$ cat src/rtl/game_pkg.sv
// Shared definitions for the obstacle game: state encoding, screen geometry
// and counter types used by the sequencer and the movement/render datapath.
package game_pkg;

    typedef enum logic [1:0] {
        ST_IDLE = 2'd0,
        ST_PLAY = 2'd1,
        ST_HIT  = 2'd2,
        ST_OVER = 2'd3
    } game_state_t;

    localparam int SCREEN_W   = 1920;
    localparam int SCREEN_H   = 1080;
    localparam int GAP_H      = 400;
    localparam int OBSTACLE_W = 200;

    typedef logic [21:0] step_t;
    typedef logic [7:0]  frame_t;
    typedef logic [3:0]  speed_t;

    // Even offset 0..510 on top of the base keeps the gap inside the screen.
    function automatic logic [10:0] gap_from_lfsr(input logic [7:0] rnd, input logic [10:0] base);
        return base + {2'b00, rnd, 1'b0};
    endfunction

endpackage

$ cat src/rtl/game_sequencer_if.sv
// Bundle between the game sequencer (master) and the movement/render
// datapath plus button/VGA timing logic (slave).
interface game_sequencer_if;
    import game_pkg::*;

    logic        frame_start;
    logic        start_pulse;
    logic        collision;
    logic        obstacle_done;
    game_state_t state;
    logic        obstacle_step;
    logic        spawn;
    logic [10:0] gap_y;
    logic        player_reset;
    logic        freeze;
    logic [7:0]  score;
    logic [1:0]  lives;

    modport master (
        input  frame_start, start_pulse, collision, obstacle_done,
        output state, obstacle_step, spawn, gap_y, player_reset, freeze, score, lives
    );

    modport slave (
        output frame_start, start_pulse, collision, obstacle_done,
        input  state, obstacle_step, spawn, gap_y, player_reset, freeze, score, lives
    );

endinterface

$ cat src/rtl/game_lfsr16.sv
// Free-running 16-bit Galois LFSR, x^16+x^14+x^13+x^11+1, shifting right.
// The low OUT_W bits of the register are exposed.
module game_lfsr16 #(
    parameter logic [15:0] SEED  = 16'hACE1,
    parameter int          OUT_W = 16
) (
    input  logic             clk_148_mhz,
    input  logic             rst_n,
    output logic [OUT_W-1:0] lfsr_out
);

    localparam logic [15:0] TAPS = 16'hB400;

    logic [15:0] lfsr_reg;
    logic [15:0] lfsr_next;

    genvar gi;
    generate
        for (gi = 0; gi < 16; gi++) begin : g_bit
            if (gi == 15) begin : g_top
                assign lfsr_next[gi] = lfsr_reg[0] & TAPS[gi];
            end else begin : g_mid
                assign lfsr_next[gi] = lfsr_reg[gi+1] ^ (lfsr_reg[0] & TAPS[gi]);
            end
        end
    endgenerate

    always_ff @(posedge clk_148_mhz or negedge rst_n) begin
        if (!rst_n) begin
            lfsr_reg <= SEED;
        end else begin
            lfsr_reg <= lfsr_next;
        end
    end

    assign lfsr_out = lfsr_reg[OUT_W-1:0];

endmodule

$ cat src/rtl/game_sequencer.sv
// Game-flow controller: round sequencing, obstacle step scheduling with
// progressive speed-up, spawn issue with random gap, score and lives.
module game_sequencer
    import game_pkg::*;
#(
    parameter int          STEP_PERIOD_INIT = 300000,
    parameter int          PERIOD_MIN       = 100000,
    parameter int          PERIOD_DEC       = 20000,
    parameter int          SPEEDUP_EVERY    = 5,
    parameter int          LIVES            = 3,
    parameter int          HIT_FRAMES       = 60,
    parameter int          GAP_Y_MIN        = 100,
    parameter logic [15:0] LFSR_SEED        = 16'hACE1
) (
    input  logic             clk_148_mhz,
    input  logic             rst_n,
    game_sequencer_if.master bus
);

    localparam step_t       PERIOD_INIT_V = step_t'(STEP_PERIOD_INIT);
    localparam step_t       PERIOD_MIN_V  = step_t'(PERIOD_MIN);
    localparam step_t       PERIOD_DEC_V  = step_t'(PERIOD_DEC);
    localparam step_t       PERIOD_FLOOR  = step_t'(PERIOD_MIN + PERIOD_DEC);
    localparam frame_t      HIT_LAST      = frame_t'(HIT_FRAMES - 1);
    localparam speed_t      SPEED_LAST    = speed_t'(SPEEDUP_EVERY - 1);
    localparam logic [1:0]  LIVES_V       = 2'(LIVES);
    localparam logic [10:0] GAP_BASE      = 11'(GAP_Y_MIN);

    game_state_t state_reg, state_next;
    step_t       step_cnt_reg, step_cnt_next;
    step_t       period_reg, period_next;
    frame_t      frame_cnt_reg, frame_cnt_next;
    speed_t      speed_cnt_reg, speed_cnt_next;
    logic [7:0]  score_reg, score_next;
    logic [1:0]  lives_reg, lives_next;
    logic [10:0] gap_y_reg, gap_y_next;
    logic        obstacle_step_reg, obstacle_step_next;
    logic        spawn_reg, spawn_next;
    logic        player_reset_reg, player_reset_next;
    logic        freeze_reg, freeze_next;

    logic [7:0]  lfsr_byte;
    logic [10:0] spawn_gap;
    step_t       period_faster;

    game_lfsr16 #(
        .SEED  (LFSR_SEED),
        .OUT_W (8)
    ) u_lfsr (
        .clk_148_mhz (clk_148_mhz),
        .rst_n       (rst_n),
        .lfsr_out    (lfsr_byte)
    );

    assign spawn_gap     = gap_from_lfsr(lfsr_byte, GAP_BASE);
    assign period_faster = (period_reg >= PERIOD_FLOOR) ? period_reg - PERIOD_DEC_V : PERIOD_MIN_V;

    always_ff @(posedge clk_148_mhz or negedge rst_n) begin
        if (!rst_n) begin
            state_reg         <= ST_IDLE;
            step_cnt_reg      <= '0;
            period_reg        <= PERIOD_INIT_V;
            frame_cnt_reg     <= '0;
            speed_cnt_reg     <= '0;
            score_reg         <= '0;
            lives_reg         <= LIVES_V;
            gap_y_reg         <= GAP_BASE;
            obstacle_step_reg <= 1'b0;
            spawn_reg         <= 1'b0;
            player_reset_reg  <= 1'b0;
            freeze_reg        <= 1'b1;
        end else begin
            state_reg         <= state_next;
            step_cnt_reg      <= step_cnt_next;
            period_reg        <= period_next;
            frame_cnt_reg     <= frame_cnt_next;
            speed_cnt_reg     <= speed_cnt_next;
            score_reg         <= score_next;
            lives_reg         <= lives_next;
            gap_y_reg         <= gap_y_next;
            obstacle_step_reg <= obstacle_step_next;
            spawn_reg         <= spawn_next;
            player_reset_reg  <= player_reset_next;
            freeze_reg        <= freeze_next;
        end
    end

    always_comb begin
        state_next         = state_reg;
        step_cnt_next      = step_cnt_reg;
        period_next        = period_reg;
        frame_cnt_next     = frame_cnt_reg;
        speed_cnt_next     = speed_cnt_reg;
        score_next         = score_reg;
        lives_next         = lives_reg;
        gap_y_next         = gap_y_reg;
        obstacle_step_next = 1'b0;
        spawn_next         = 1'b0;
        player_reset_next  = 1'b0;

        case (state_reg)
            ST_IDLE: begin
                if (bus.start_pulse) begin
                    state_next        = ST_PLAY;
                    spawn_next        = 1'b1;
                    player_reset_next = 1'b1;
                    gap_y_next        = spawn_gap;
                    score_next        = '0;
                    lives_next        = LIVES_V;
                    period_next       = PERIOD_INIT_V;
                    step_cnt_next     = '0;
                    speed_cnt_next    = '0;
                end
            end

            ST_PLAY: begin
                // A collision pre-empts everything else this cycle, including
                // a simultaneous obstacle_done and the step counter advance.
                if (bus.collision) begin
                    state_next     = ST_HIT;
                    frame_cnt_next = '0;
                    if (lives_reg != 2'd0) begin
                        lives_next = lives_reg - 2'd1;
                    end
                end else begin
                    if (step_cnt_reg >= period_reg - step_t'(1)) begin
                        step_cnt_next      = '0;
                        obstacle_step_next = 1'b1;
                    end else begin
                        step_cnt_next = step_cnt_reg + step_t'(1);
                    end
                    if (bus.obstacle_done) begin
                        spawn_next = 1'b1;
                        gap_y_next = spawn_gap;
                        if (score_reg != 8'hFF) begin
                            score_next = score_reg + 8'd1;
                        end
                        if (speed_cnt_reg == SPEED_LAST) begin
                            speed_cnt_next = '0;
                            period_next    = period_faster;
                        end else begin
                            speed_cnt_next = speed_cnt_reg + speed_t'(1);
                        end
                    end
                end
            end

            ST_HIT: begin
                if (bus.frame_start) begin
                    frame_cnt_next = frame_cnt_reg + frame_t'(1);
                    if (frame_cnt_reg == HIT_LAST) begin
                        if (lives_reg == 2'd0) begin
                            state_next = ST_OVER;
                        end else begin
                            state_next        = ST_PLAY;
                            spawn_next        = 1'b1;
                            player_reset_next = 1'b1;
                            gap_y_next        = spawn_gap;
                            step_cnt_next     = '0;
                        end
                    end
                end
            end

            ST_OVER: begin
                if (bus.start_pulse) begin
                    state_next = ST_IDLE;
                    score_next = '0;
                    lives_next = LIVES_V;
                end
            end

            default: begin
                state_next = ST_IDLE;
            end
        endcase

        freeze_next = (state_next != ST_PLAY);
    end

    assign bus.state         = state_reg;
    assign bus.obstacle_step = obstacle_step_reg;
    assign bus.spawn         = spawn_reg;
    assign bus.gap_y         = gap_y_reg;
    assign bus.player_reset  = player_reset_reg;
    assign bus.freeze        = freeze_reg;
    assign bus.score         = score_reg;
    assign bus.lives         = lives_reg;

endmodule

$ cat src/flat_wrapper.sv
// flat-port wrapper written by rule: the top's interface ports become plain ports
module game_sequencer_flat import game_pkg::*;
#(
    parameter int          STEP_PERIOD_INIT = 300000,
    parameter int          PERIOD_MIN       = 100000,
    parameter int          PERIOD_DEC       = 20000,
    parameter int          SPEEDUP_EVERY    = 5,
    parameter int          LIVES            = 3,
    parameter int          HIT_FRAMES       = 60,
    parameter int          GAP_Y_MIN        = 100,
    parameter logic [15:0] LFSR_SEED        = 16'hACE1
)
  (clk_148_mhz, rst_n, bus_frame_start, bus_start_pulse, bus_collision, bus_obstacle_done, bus_state, bus_obstacle_step, bus_spawn, bus_gap_y, bus_player_reset, bus_freeze, bus_score, bus_lives);
  game_sequencer_if bus_i ();
  input  logic clk_148_mhz;
  input  logic rst_n;
  input wire logic [$bits(bus_i.frame_start)-1:0] bus_frame_start;
  input wire logic [$bits(bus_i.start_pulse)-1:0] bus_start_pulse;
  input wire logic [$bits(bus_i.collision)-1:0] bus_collision;
  input wire logic [$bits(bus_i.obstacle_done)-1:0] bus_obstacle_done;
  output wire logic [$bits(bus_i.state)-1:0] bus_state;
  output wire logic [$bits(bus_i.obstacle_step)-1:0] bus_obstacle_step;
  output wire logic [$bits(bus_i.spawn)-1:0] bus_spawn;
  output wire logic [$bits(bus_i.gap_y)-1:0] bus_gap_y;
  output wire logic [$bits(bus_i.player_reset)-1:0] bus_player_reset;
  output wire logic [$bits(bus_i.freeze)-1:0] bus_freeze;
  output wire logic [$bits(bus_i.score)-1:0] bus_score;
  output wire logic [$bits(bus_i.lives)-1:0] bus_lives;
  assign bus_i.frame_start = bus_frame_start;
  assign bus_i.start_pulse = bus_start_pulse;
  assign bus_i.collision = bus_collision;
  assign bus_i.obstacle_done = bus_obstacle_done;
  assign bus_state = bus_i.state;
  assign bus_obstacle_step = bus_i.obstacle_step;
  assign bus_spawn = bus_i.spawn;
  assign bus_gap_y = bus_i.gap_y;
  assign bus_player_reset = bus_i.player_reset;
  assign bus_freeze = bus_i.freeze;
  assign bus_score = bus_i.score;
  assign bus_lives = bus_i.lives;
  game_sequencer #(.STEP_PERIOD_INIT(STEP_PERIOD_INIT), .PERIOD_MIN(PERIOD_MIN), .PERIOD_DEC(PERIOD_DEC), .SPEEDUP_EVERY(SPEEDUP_EVERY), .LIVES(LIVES), .HIT_FRAMES(HIT_FRAMES), .GAP_Y_MIN(GAP_Y_MIN), .LFSR_SEED(LFSR_SEED)) u_core (.clk_148_mhz(clk_148_mhz), .rst_n(rst_n), .bus(bus_i));
endmodule
$ cat config.mk
export PLATFORM = sky130hd
export DESIGN_NAME = game_sequencer_flat
export DESIGN_NICKNAME = d
export VERILOG_FILES = /design/src/rtl/game_pkg.sv /design/src/rtl/game_sequencer_if.sv /design/src/rtl/game_lfsr16.sv /design/src/rtl/game_sequencer.sv /design/src/flat_wrapper.sv
export SDC_FILE = /design/constraint.sdc
export NUM_CORES = 1
export LEC_CHECK = 0
export CORE_UTILIZATION = 32
export DETAILED_ROUTE_END_ITERATION = 8
export DONT_BUFFER_PORTS = 1
export PLACE_DENSITY = 0.44
export RECOVER_POWER = 100
export REMOVE_ABC_BUFFERS = 1
export SLEW_MARGIN = 20
export SYNTH_ARGS = -nofsm -noshare
export SYNTH_HDL_FRONTEND = slang
export SYNTH_SLANG_ARGS = --single-unit
$ cat constraint.sdc
create_clock -name clk_148_mhz -period 3.5 [get_ports clk_148_mhz]
set_input_delay 0.7 -clock clk_148_mhz [delete_from_list [all_inputs] [get_ports clk_148_mhz]]
set_output_delay 0.7 -clock clk_148_mhz [all_outputs]
set_load 0.01 [all_outputs]
==> results of run 1 <==
==> worst max-delay path: cells and delay by family, from the launching register on <==
family | cells | cell delay [ns]
adders and majority gates | 1 | 0.29
xor gates and xnor gates | 1 | 0.08
buffers and inverters | 3 | 0.49
muxes | 1 | 0.27
DFF | 1 | 0.37
and+or+nand+nor | 9 | 1.89
==> cell usage in the layout, fill, tap and decap left out, drive strengths merged, types with 3 or more instances in the layout <==
master,Yosys,routed
nand3b,3,3
dfrtp,70,70
or4b,4,4
clkbuf,20,12
a21oi,33,33
o21ai,43,43
a21o,6,6
mux2,3,3
buf,5,35
and2,4,4
or3,9,9
nand2b,6,6
nand3,22,22
nor3,20,20
nand4,11,11
nor2b,8,8
ha,32,32
xnor2,23,23
nand2,57,57
o22a,3,3
xor2,18,18
a31oi,6,6
a41oi,3,3
or2,4,4
and3,4,4
a22o,10,10
nor2,60,60
dfstp,22,22
inv,17,21
==> cell type report <==
class / instances / area (sq um)
clock inverter: 7 / 75.07
tap: 211 / 264.0
sequential: 92 / 2330
inverter: 17 / 63.81
multi-input combinational: 420 / 2730
timing repair buffer: 38 / 294.0
fill: 1562 / 9445
clock buffer: 9 / 225.2
==> power groups by stage <==
stage               sequential, W  clock (W)  combinational [W]
floorplan                 0.00142          0           0.000738
global placement          0.00140          0            0.00120
detailed placement        0.00141          0            0.00122
CTS                       0.00139    0.00103            0.00124
global route              0.00140    0.00107            0.00142
finish                    0.00138   0.000991            0.00125
==> cell families after synthesis <==
family / count (synthesis) / synth area share (%)
AO/OA/AOI/OAI: 123 / 15.13
XOR/XNOR: 41 / 6.983
adder cells (fa/ha/maj): 32 / 7.786
buffers and inverters: 42 / 3.358
flip-flops: 92 / 45.30
multiplexers: 5 / 1.046
other: 1 / 0.07292
AND/OR/NAND/NOR: 217 / 20.32
==> what timing repair did <==
action                     CTS  global route
hold endpoints to repair     0             0
pin swaps                   11             7
cloned                       0             0
buffers inserted             2             1
resized for setup           17            11
setup endpoints to repair   21            23
==> worst max-delay path by stage <==
stage | start | endpoint | slack, ns
finish | u_core.period_reg[7] | u_core.step_cnt_reg[0] | -0.02
global placement | u_core.period_reg[8] | u_core.step_cnt_reg[3] | -0.09
CTS | u_core.period_reg[7] | u_core.step_cnt_reg[3] | -0.05
floorplan | u_core.period_reg[8] | u_core.step_cnt_reg[10] | -0.06
detailed placement | u_core.period_reg[8] | u_core.step_cnt_reg[4] | -0.14
global route | u_core.period_reg[7] | u_core.step_cnt_reg[0] | -0.22
==> through the flow <==
step	setup WS, ns	utilization [%]	std cells	hold slack, ns	instance area (sq um)
final	-0.01819	38.78	794	0.03208	5982
after global routing	-0.2216	38.78	794	0.01622	5982
after CTS	-0.04994	38.56	792	0.01780	5948
after floorplan	-0.05743	-	529	0.3312	5037
after detailed placement	-0.1398	36.17	775	0.3373	5580
after global placement	-0.09054	36.15	775	0.3345	5577
==> per-layer routing <==
metal / wire length, um / vias to the layer above / part of all wire [%] / global-route usage [%]
met5: 0 / - / 0 / 0
met2: 5501 / 44 / 47 / 25.09
li1: - / 1988 / - / -
met3: 383 / 13 / 3.3 / 3.368
met1: 5586 / 1862 / 48 / 19.49
met4: 214 / 0 / 1.8 / 7.128
==> impl_metrics.tcl, run 1 <==
set metrics [dict create \
    synth_edf_count 0 \
    hold_viol_final 0 \
    p_leak_nw 2.630 \
    end_kind "flip-flop" \
    maxCapViolations 0 \
    drc 0 \
    cpMostUsedCell "buf_4" \
    drt_first_pass_iters 4 \
    worst_slew_pin_slew_ns 1.155 \
    timing.rr.start "u_core.period_reg[7]" \
    async_flop_share_pct 100.0 \
    grt.total_usage_pct 15.39 \
    pwr-share-clk_pct 27.4 \
    seq_area_frac_synth_pct 45.30 \
    timing.final.crit_share_pct 100.5 \
    syn_area_per_cell_sq_um 9.299 \
    switching_share_pct 39.20 \
    reg2reg_depth 15 \
    slew_headroom_pct 22.48 \
    clkSinkCount 92 \
    rows 45 \
    grt_pass1_vias 3969 \
    yosysMostFrequentCell "dfrtp_1" \
    ios 33 \
    r2r_slack_ns -0.02 \
    fin_skew_ns 0.005100 \
    period_needed_ns 3.518 \
    yosys_most_used_dff "dfrtp_1" \
    setup_viol 1 \
    layout-drive-gt1-share_pct 15.61 \
    cts_tree "done" \
    power.switching_w 0.001421 \
    ys_top_cells_by_area "dfrtp_1 (34%), dfstp_2 (11%), ha_1 (7.8%), nor2_1 (4.3%), nand2_1 (4.2%)" \
    startpoint_type "flip-flop" \
    rsz0062_at_grt "yes" \
    antenna_found_initial 0 \
    wirelength_mm 11.69 \
    ys_ff_latch 92 \
    internal-power_w 0.002204 \
    required_ns 3.74 \
    irDropWorstVdd_uv 276.1 \
    port_buffers 0 \
    cts_made_buffers 9 \
    antenna_cells 0 \
    rr_endpoint "u_core.step_cnt_reg[0]" \
    worstPathArrival_ns 3.76 \
    num_vias 3907 \
    largest_register_ffs 22 \
    dp_hpwl_mm 8.338 \
    status "complete, but fails checks" \
    fin_ws_ns -0.01819 \
    ys_types 54 \
    netlist_area_sq_mm 0.005142 \
    drt_iter0_markers 207 \
    grt_max_degree 93 \
    synth_top_area_share_pct 34.06 \
    critical-path-slowest-cell "or4b_4" \
    die_h_um 128.8 \
    start_util_pct 33.33 \
    grt_pass1_wl_mm 19.84 \
    power.total_w 0.003625 \
    post_drt_wl_per_cell_um 14.72 \
    violations "setup timing" \
    crit_chain "or3_4 -> nor3_2 -> buf_4 -> nand3_4 -> nor3_4 -> xnor2_1 -> ha_1 -> nand4_1 -> nor4_2 -> buf_4 -> or4b_4 -> nand4_1 -> buf_4 -> nor2_4 -> mux2_2" \
    htree_levels 3 \
    seq_power_share_pct 38.1 \
    antenna_left 0 \
    cp_max_fo 5 \
    synth_warnings 0 \
    fmax_ghz 0.2842 \
    maxSlewViolCount 0 \
    clock_path_buffers 2 \
    fin_nets 616 \
    yosysTopAreaCell "dfrtp_1" \
    yosys-top-cells-count "dfrtp_1 (70), nor2_1 (59), nand2_1 (57)" \
    area_growth_pct 16.33 \
    combPwrFrac_pct 34.5 \
    power_density_mw_per_mm2 605.9 \
    tns_ns -0.01819 \
    max_stage_delay_ns 0.45 \
    viasPerCell 4.921 \
    die_width_um 128.8 \
    dieArea_sq_mm 0.01658 \
    crit_type "reg2reg" \
    clockRootBuffer "clkbuf_16" \
    ctsHoldBuffers 0 \
    overflow 0 \
    core_sq_mm 0.01543 \
    insertion_delay_ns 0.36 \
    path_clk_slew_ns 0.07 \
    place_congestion 0.7487 \
    min_path_type "in2async" \
    syn_inst 553 \
]
Note: power is estimated with default switching activity, not from simulation.
==> inputs of run 2 (changes only) <==
Settings changed: CORE_ASPECT_RATIO set to 0.6.
==> run 2 against run 1 <==
  * The flow finishes with violations (DRC)
  * Sequential power about the same
  * Register-to-register slack better by 0.12 ns
  * Clock power about the same
  * Global-route usage rose by 0.17 points
  * Clock-buffer cell count did not move
  * Worst setup slack better by 0.12 ns
  * Cell area decreased by 1.2%
  * First-iteration DRC count increased by 5.8%
  * Via count is 1.2% higher
==> impl_metrics.tcl, run 2 (synthesized netlist as in run 1, its figures left out) <==
set metrics [dict create \
    path_clk_slew_ns 0.08 \
    drc 8 \
    hold_viol_final 0 \
    violations "DRC" \
    required_ns 3.74 \
    grt_max_degree 93 \
    period_needed_ns 3.399 \
    insertion_delay_ns 0.35 \
    num_vias 3954 \
    final_cell_count_no_fill 783 \
    rr_endpoint "u_core.step_cnt_reg[3]" \
    r2r_slack_ns 0.10 \
    post_drt_wl_per_cell_um 15.86 \
    largest_register_ffs 22 \
    cts_tree "done" \
    viasPerCell 5.050 \
    area_growth_pct 14.94 \
    cp_max_fo 5 \
    clock_path_buffers 2 \
    setup_viol 0 \
    seq_area_sq_mm 0.002330 \
    final_common_cell "dfrtp_1" \
    p_leak_nw 2.582 \
    maxSlewViolCount 0 \
    grt_pass1_wl_mm 20.21 \
    fmax_ghz 0.2942 \
    grt.total_usage_pct 15.57 \
    overflow 0 \
    antenna_cells 0 \
    reg2reg_depth 14 \
    startpoint_type "flip-flop" \
    multi_input_area_sq_mm 0.002704 \
    layout_common_cells "dfrtp_1 (70), nor2_1 (59), nand2_1 (56), o21ai_0 (42), a21oi_1 (33)" \
    dp_hpwl_mm 8.899 \
    ios 33 \
    timing.rr.start "u_core.period_reg[8]" \
    worst_slew_pin_slew_ns 1.107 \
    ctsHoldBuffers 0 \
    power_density_mw_per_mm2 617.9 \
    fin_skew_ns 0.01216 \
    slew_headroom_pct 25.85 \
    start_util_pct 33.17 \
    rows 35 \
    grt_pass1_vias 3719 \
    timing.final.crit_share_pct 97.11 \
    place_congestion 0.8060 \
    clockRootBuffer "clkbuf_16" \
    min_path_type "in2async" \
    die_width_um 165.7 \
    antenna_left 0 \
    antenna_found_initial 0 \
    htree_levels 3 \
    drt_iter0_markers 219 \
    dieArea_sq_mm 0.01660 \
    crit_type "reg2reg" \
    clkSinkCount 92 \
    cts_made_buffers 9 \
    power.total_w 0.003652 \
    nFillCells 1625 \
    status "complete, but fails checks" \
    die_h_um 100.2 \
    drt_first_pass_iters 7 \
    place_inst 761 \
    worstPathArrival_ns 3.64 \
    core_sq_mm 0.01550 \
    port_buffers 0 \
    irDropWorstVdd_uv 254.1 \
    end_kind "flip-flop" \
    fin_nets 613 \
    maxCapViolations 0 \
    wirelength_mm 12.42 \
    layout-drive-gt1-share_pct 13.62 \
]
-- run 2: cell types whose count changed in the layout (fill, tap and decap cells not counted), sizes merged --
cell / delta
inv: -1
clkbuf: +2
clkinv: +1
buf: -5
-- run 2: worst max path at each step --
stage | from | endpoint | slack (ns) | cells past startpoint
floorplan | u_core.period_reg[8] | u_core.step_cnt_reg[10] | -0.06 | 12
global placement | u_core.period_reg[8] | u_core.step_cnt_reg[3] | 0.02 | 14
detailed placement | u_core.period_reg[8] | u_core.step_cnt_reg[4] | -0.02 | 14
CTS | u_core.period_reg[8] | u_core.step_cnt_reg[3] | 0.02 | 14
global route | u_core.period_reg[8] | u_core.step_cnt_reg[3] | -0.04 | 14
finish | u_core.period_reg[8] | u_core.step_cnt_reg[3] | 0.10 | 14
-- run 2: cell type report --
type | instances | area share [%]
clock buffers | 9 | 3.810
clock inverters | 7 | 1.312
inverters | 17 | 1.080
multi-input cells | 420 | 45.75
flip-flops and latches | 92 | 39.42
well taps | 203 | 4.297
repair buffers | 35 | 4.340
-- run 2: repair_timing --
action / 4_1_cts / 5_1_grt
endpoints found under the setup margin: 19 / 21
setup buffers: 0 / 6
pin swaps: 1 / 7
resized for setup: 2 / 10
-- run 2: where the power goes --
part           internal, W  switching [W]
Combinational     0.000479       0.000798
Clock             0.000506       0.000485
Sequential         0.00122       0.000162
-- run 2: layer usage --
layer  up-vias  global-route usage (%)  share of wire, %
met1      1897                   24.94                59
met2        63                   20.53                37
met5         -                       0                 0
met4         0                   3.882               1.1
met3        13                   3.233               3.0
li1       1981                       -                 -
-- run 2: stage by stage --
stage | utilization, % | hold slack, ns | TNS, ns | instance area, sq um | worst slack, ns
2_1_floorplan | - | 0.3312 | -0.7924 | 5037 | -0.05743
3_3_place_gp | 35.62 | 0.3403 | 0 | 5522 | 0.01598
3_5_place_dp | 35.62 | 0.3392 | -0.03209 | 5522 | -0.01715
4_1_cts | 37.64 | 0.02586 | 0 | 5836 | 0.01982
5_1_grt | 38.13 | 0.02170 | -0.04063 | 5911 | -0.03745
6_report | 38.13 | 0.03910 | 0 | 5911 | 0.1011
-- run 2: worst max-delay path, stage by stage (launching register included) --
cell	delay [ns]
dfstp_2	0.38
or3_4	0.38
nor3_2	0.12
buf_4	0.16
nand2_1	0.05
nor2_1	0.11
xnor2_1	0.13
ha_1	0.34
nand4_1	0.17
nor4_4	0.32
or4b_4	0.50
nand4_1	0.18
buf_4	0.16
o21ai_0	0.08
a22o_1	0.21
==> inputs of run 3 (changes only) <==
Settings changed: CAP_MARGIN set to 20.
==> run 3 against run 2 <==
  * The run still ends with DRC left
  * Global-route usage stayed put
  * Largest cell class unchanged
  * Worst hold slack better by 0.0012 ns
  * Clock power about the same
  * Flip-flop and latch count is the same
  * Combinational power about the same
  * Die area did not move
  * Via count is essentially flat
  * Clock skew about the same
==> impl_metrics.tcl, run 3 (synthesized netlist as in run 1, its figures left out) <==
set metrics [dict create \
    layout-drive-gt1-share_pct 13.60 \
    layout_common_cells "dfrtp_1 (70), nor2_1 (59), nand2_1 (56), o21ai_0 (42), a21oi_1 (33)" \
    critical-path-slowest-cell "or4b_4" \
    wirelength_mm 12.41 \
    port_buffers 0 \
    violations "DRC" \
    rows 35 \
    grt_pass1_wl_mm 20.21 \
    crit_type "reg2reg" \
    insertion_delay_ns 0.35 \
    path_clk_slew_ns 0.08 \
    worst_slew_pin_slew_ns 0.6881 \
    antenna_left 0 \
    drc 8 \
    nFillCells 1626 \
    end_kind "flip-flop" \
    reg2reg_depth 14 \
    p_leak_nw 2.583 \
    cp.depth 14 \
    overflow 0 \
    core_sq_mm 0.01550 \
    place_congestion 0.8060 \
    viasPerCell 5.040 \
    worstPathArrival_ns 3.63 \
    period_needed_ns 3.394 \
    timing.final.crit_share_pct 96.97 \
    hold_slack_ns 0.04028 \
    fmax_ghz 0.2946 \
    seq_area_sq_mm 0.002330 \
    clkSinkCount 92 \
    power_density_mw_per_mm2 618.9 \
    largest_register_ffs 22 \
    grt_pass1_vias 3719 \
    irDropWorstVdd_uv 253.5 \
    critPathTopFamily "simple AND/OR/NAND/NOR gates" \
    setup_viol 0 \
    required_ns 3.74 \
    min_path_type "in2async" \
    post_drt_wl_per_cell_um 15.83 \
    drt_first_pass_iters 7 \
    cp_max_fo 5 \
    multi_input_area_sq_mm 0.002704 \
    clock_path_buffers 2 \
    grt.total_usage_pct 15.57 \
    cp_num_buf_inv 2 \
    cts_tree "done" \
    place_inst 761 \
    maxSlewViolCount 0 \
    dieArea_sq_mm 0.01660 \
    fin_nets 614 \
    maxCapViolations 0 \
    antenna_found_initial 0 \
    fin_util_pct 38.15 \
    max_stage_delay_ns 0.50 \
    die_width_um 165.7 \
    drt_iter0_markers 227 \
    final_common_cell "dfrtp_1" \
    final_cell_count_no_fill 784 \
    startpoint_type "flip-flop" \
    area_growth_pct 15.01 \
    die_h_um 100.2 \
    clockRootBuffer "clkbuf_16" \
    ios 33 \
    num_vias 3951 \
    cts_made_buffers 9 \
    crit_chain "or3_4 -> nor3_2 -> buf_4 -> nand2_1 -> nor2_1 -> xnor2_1 -> ha_1 -> nand4_1 -> nor4_4 -> or4b_4 -> nand4_1 -> buf_4 -> o21ai_0 -> a22o_1" \
    status "complete, but fails checks" \
    slew_headroom_pct 53.92 \
    grt_max_degree 93 \
    start_util_pct 33.17 \
    antenna_cells 0 \
    fin_skew_ns 0.01211 \
    hold_viol_final 0 \
    htree_levels 3 \
    dp_hpwl_mm 8.899 \
]
run 3: cell types whose count changed in the layout (fill, tap and decap cells not counted):
cell and change:
clkbuf_1 +1
run 3: where the power goes:
part,total (W),internal (W),leakage [nW],switching [W]
registers,0.00138,0.00122,1.19,0.000162
logic,0.00129,0.000483,1.25,0.000804
clock network,0.000991,0.000506,0.144,0.000484
run 3: what timing repair did:
item,in CTS,in global routing
gates resized for setup,2,10
setup endpoints to repair,19,21
pin swaps,1,7
buffers inserted,0,6
hold buffers,0,0
run 3: per-stage QoR:
stage               setup WS (ns)  area, sq um  setup TNS, ns  total power, W
floorplan                -0.05743         5037        -0.7924        0.002155
global placement          0.01598         5522              0        0.002630
detailed placement       -0.01715         5522       -0.03209        0.002644
CTS                       0.01982         5836              0        0.003660
global route             -0.03745         5914       -0.04063        0.003919
finish                     0.1061         5914              0        0.003661
run 3: layout make-up:
cell class              count  area share, %
multi-input cells         420          45.72
repair buffers             36          4.400
inverters                  17          1.079
well taps                 203          4.294
clock inverters             7          1.312
clock buffers               9          3.808
flip-flops and latches     92          39.39
run 3: worst reg2reg max path, delay by kind of cell, from the launching register on:
kind                     cells  cell delay (ns)
flip-flops                   1             0.38
AO/OA/AOI/OAI                2             0.29
adder cells (fa/ha/maj)      1             0.34
buffers and inverters        2             0.32
AND/OR/NAND/NOR              8             1.82
XOR/XNOR                     1             0.13
run 3: worst paths after layout:
| check | slack, ns | to | startpoint |
|---|---|---|---|
| worst max-delay path | 0.11 | u_core.step_cnt_reg[3] | u_core.period_reg[8] |
| worst min-delay path | 0.04 | u_core.period_reg[21] | rst_n |
| worst max register to register | 0.11 | u_core.step_cnt_reg[3] | u_core.period_reg[8] |
| worst min register to register | 0.35 | u_core.u_lfsr.lfsr_reg[11] | u_core.u_lfsr.lfsr_reg[12] |
| max in group asynchronous | 3.18 | u_core.u_lfsr.lfsr_reg[15] | rst_n |
| min in group clk_148_mhz | 0.35 | u_core.u_lfsr.lfsr_reg[11] | u_core.u_lfsr.lfsr_reg[12] |
run 3: metal layers:
layer / part of all wire (%) / global-route usage [%]
met5: 0 / 0
met4: 0.89 / 3.882
met3: 2.9 / 3.233
met2: 37 / 20.53
met1: 59 / 24.94
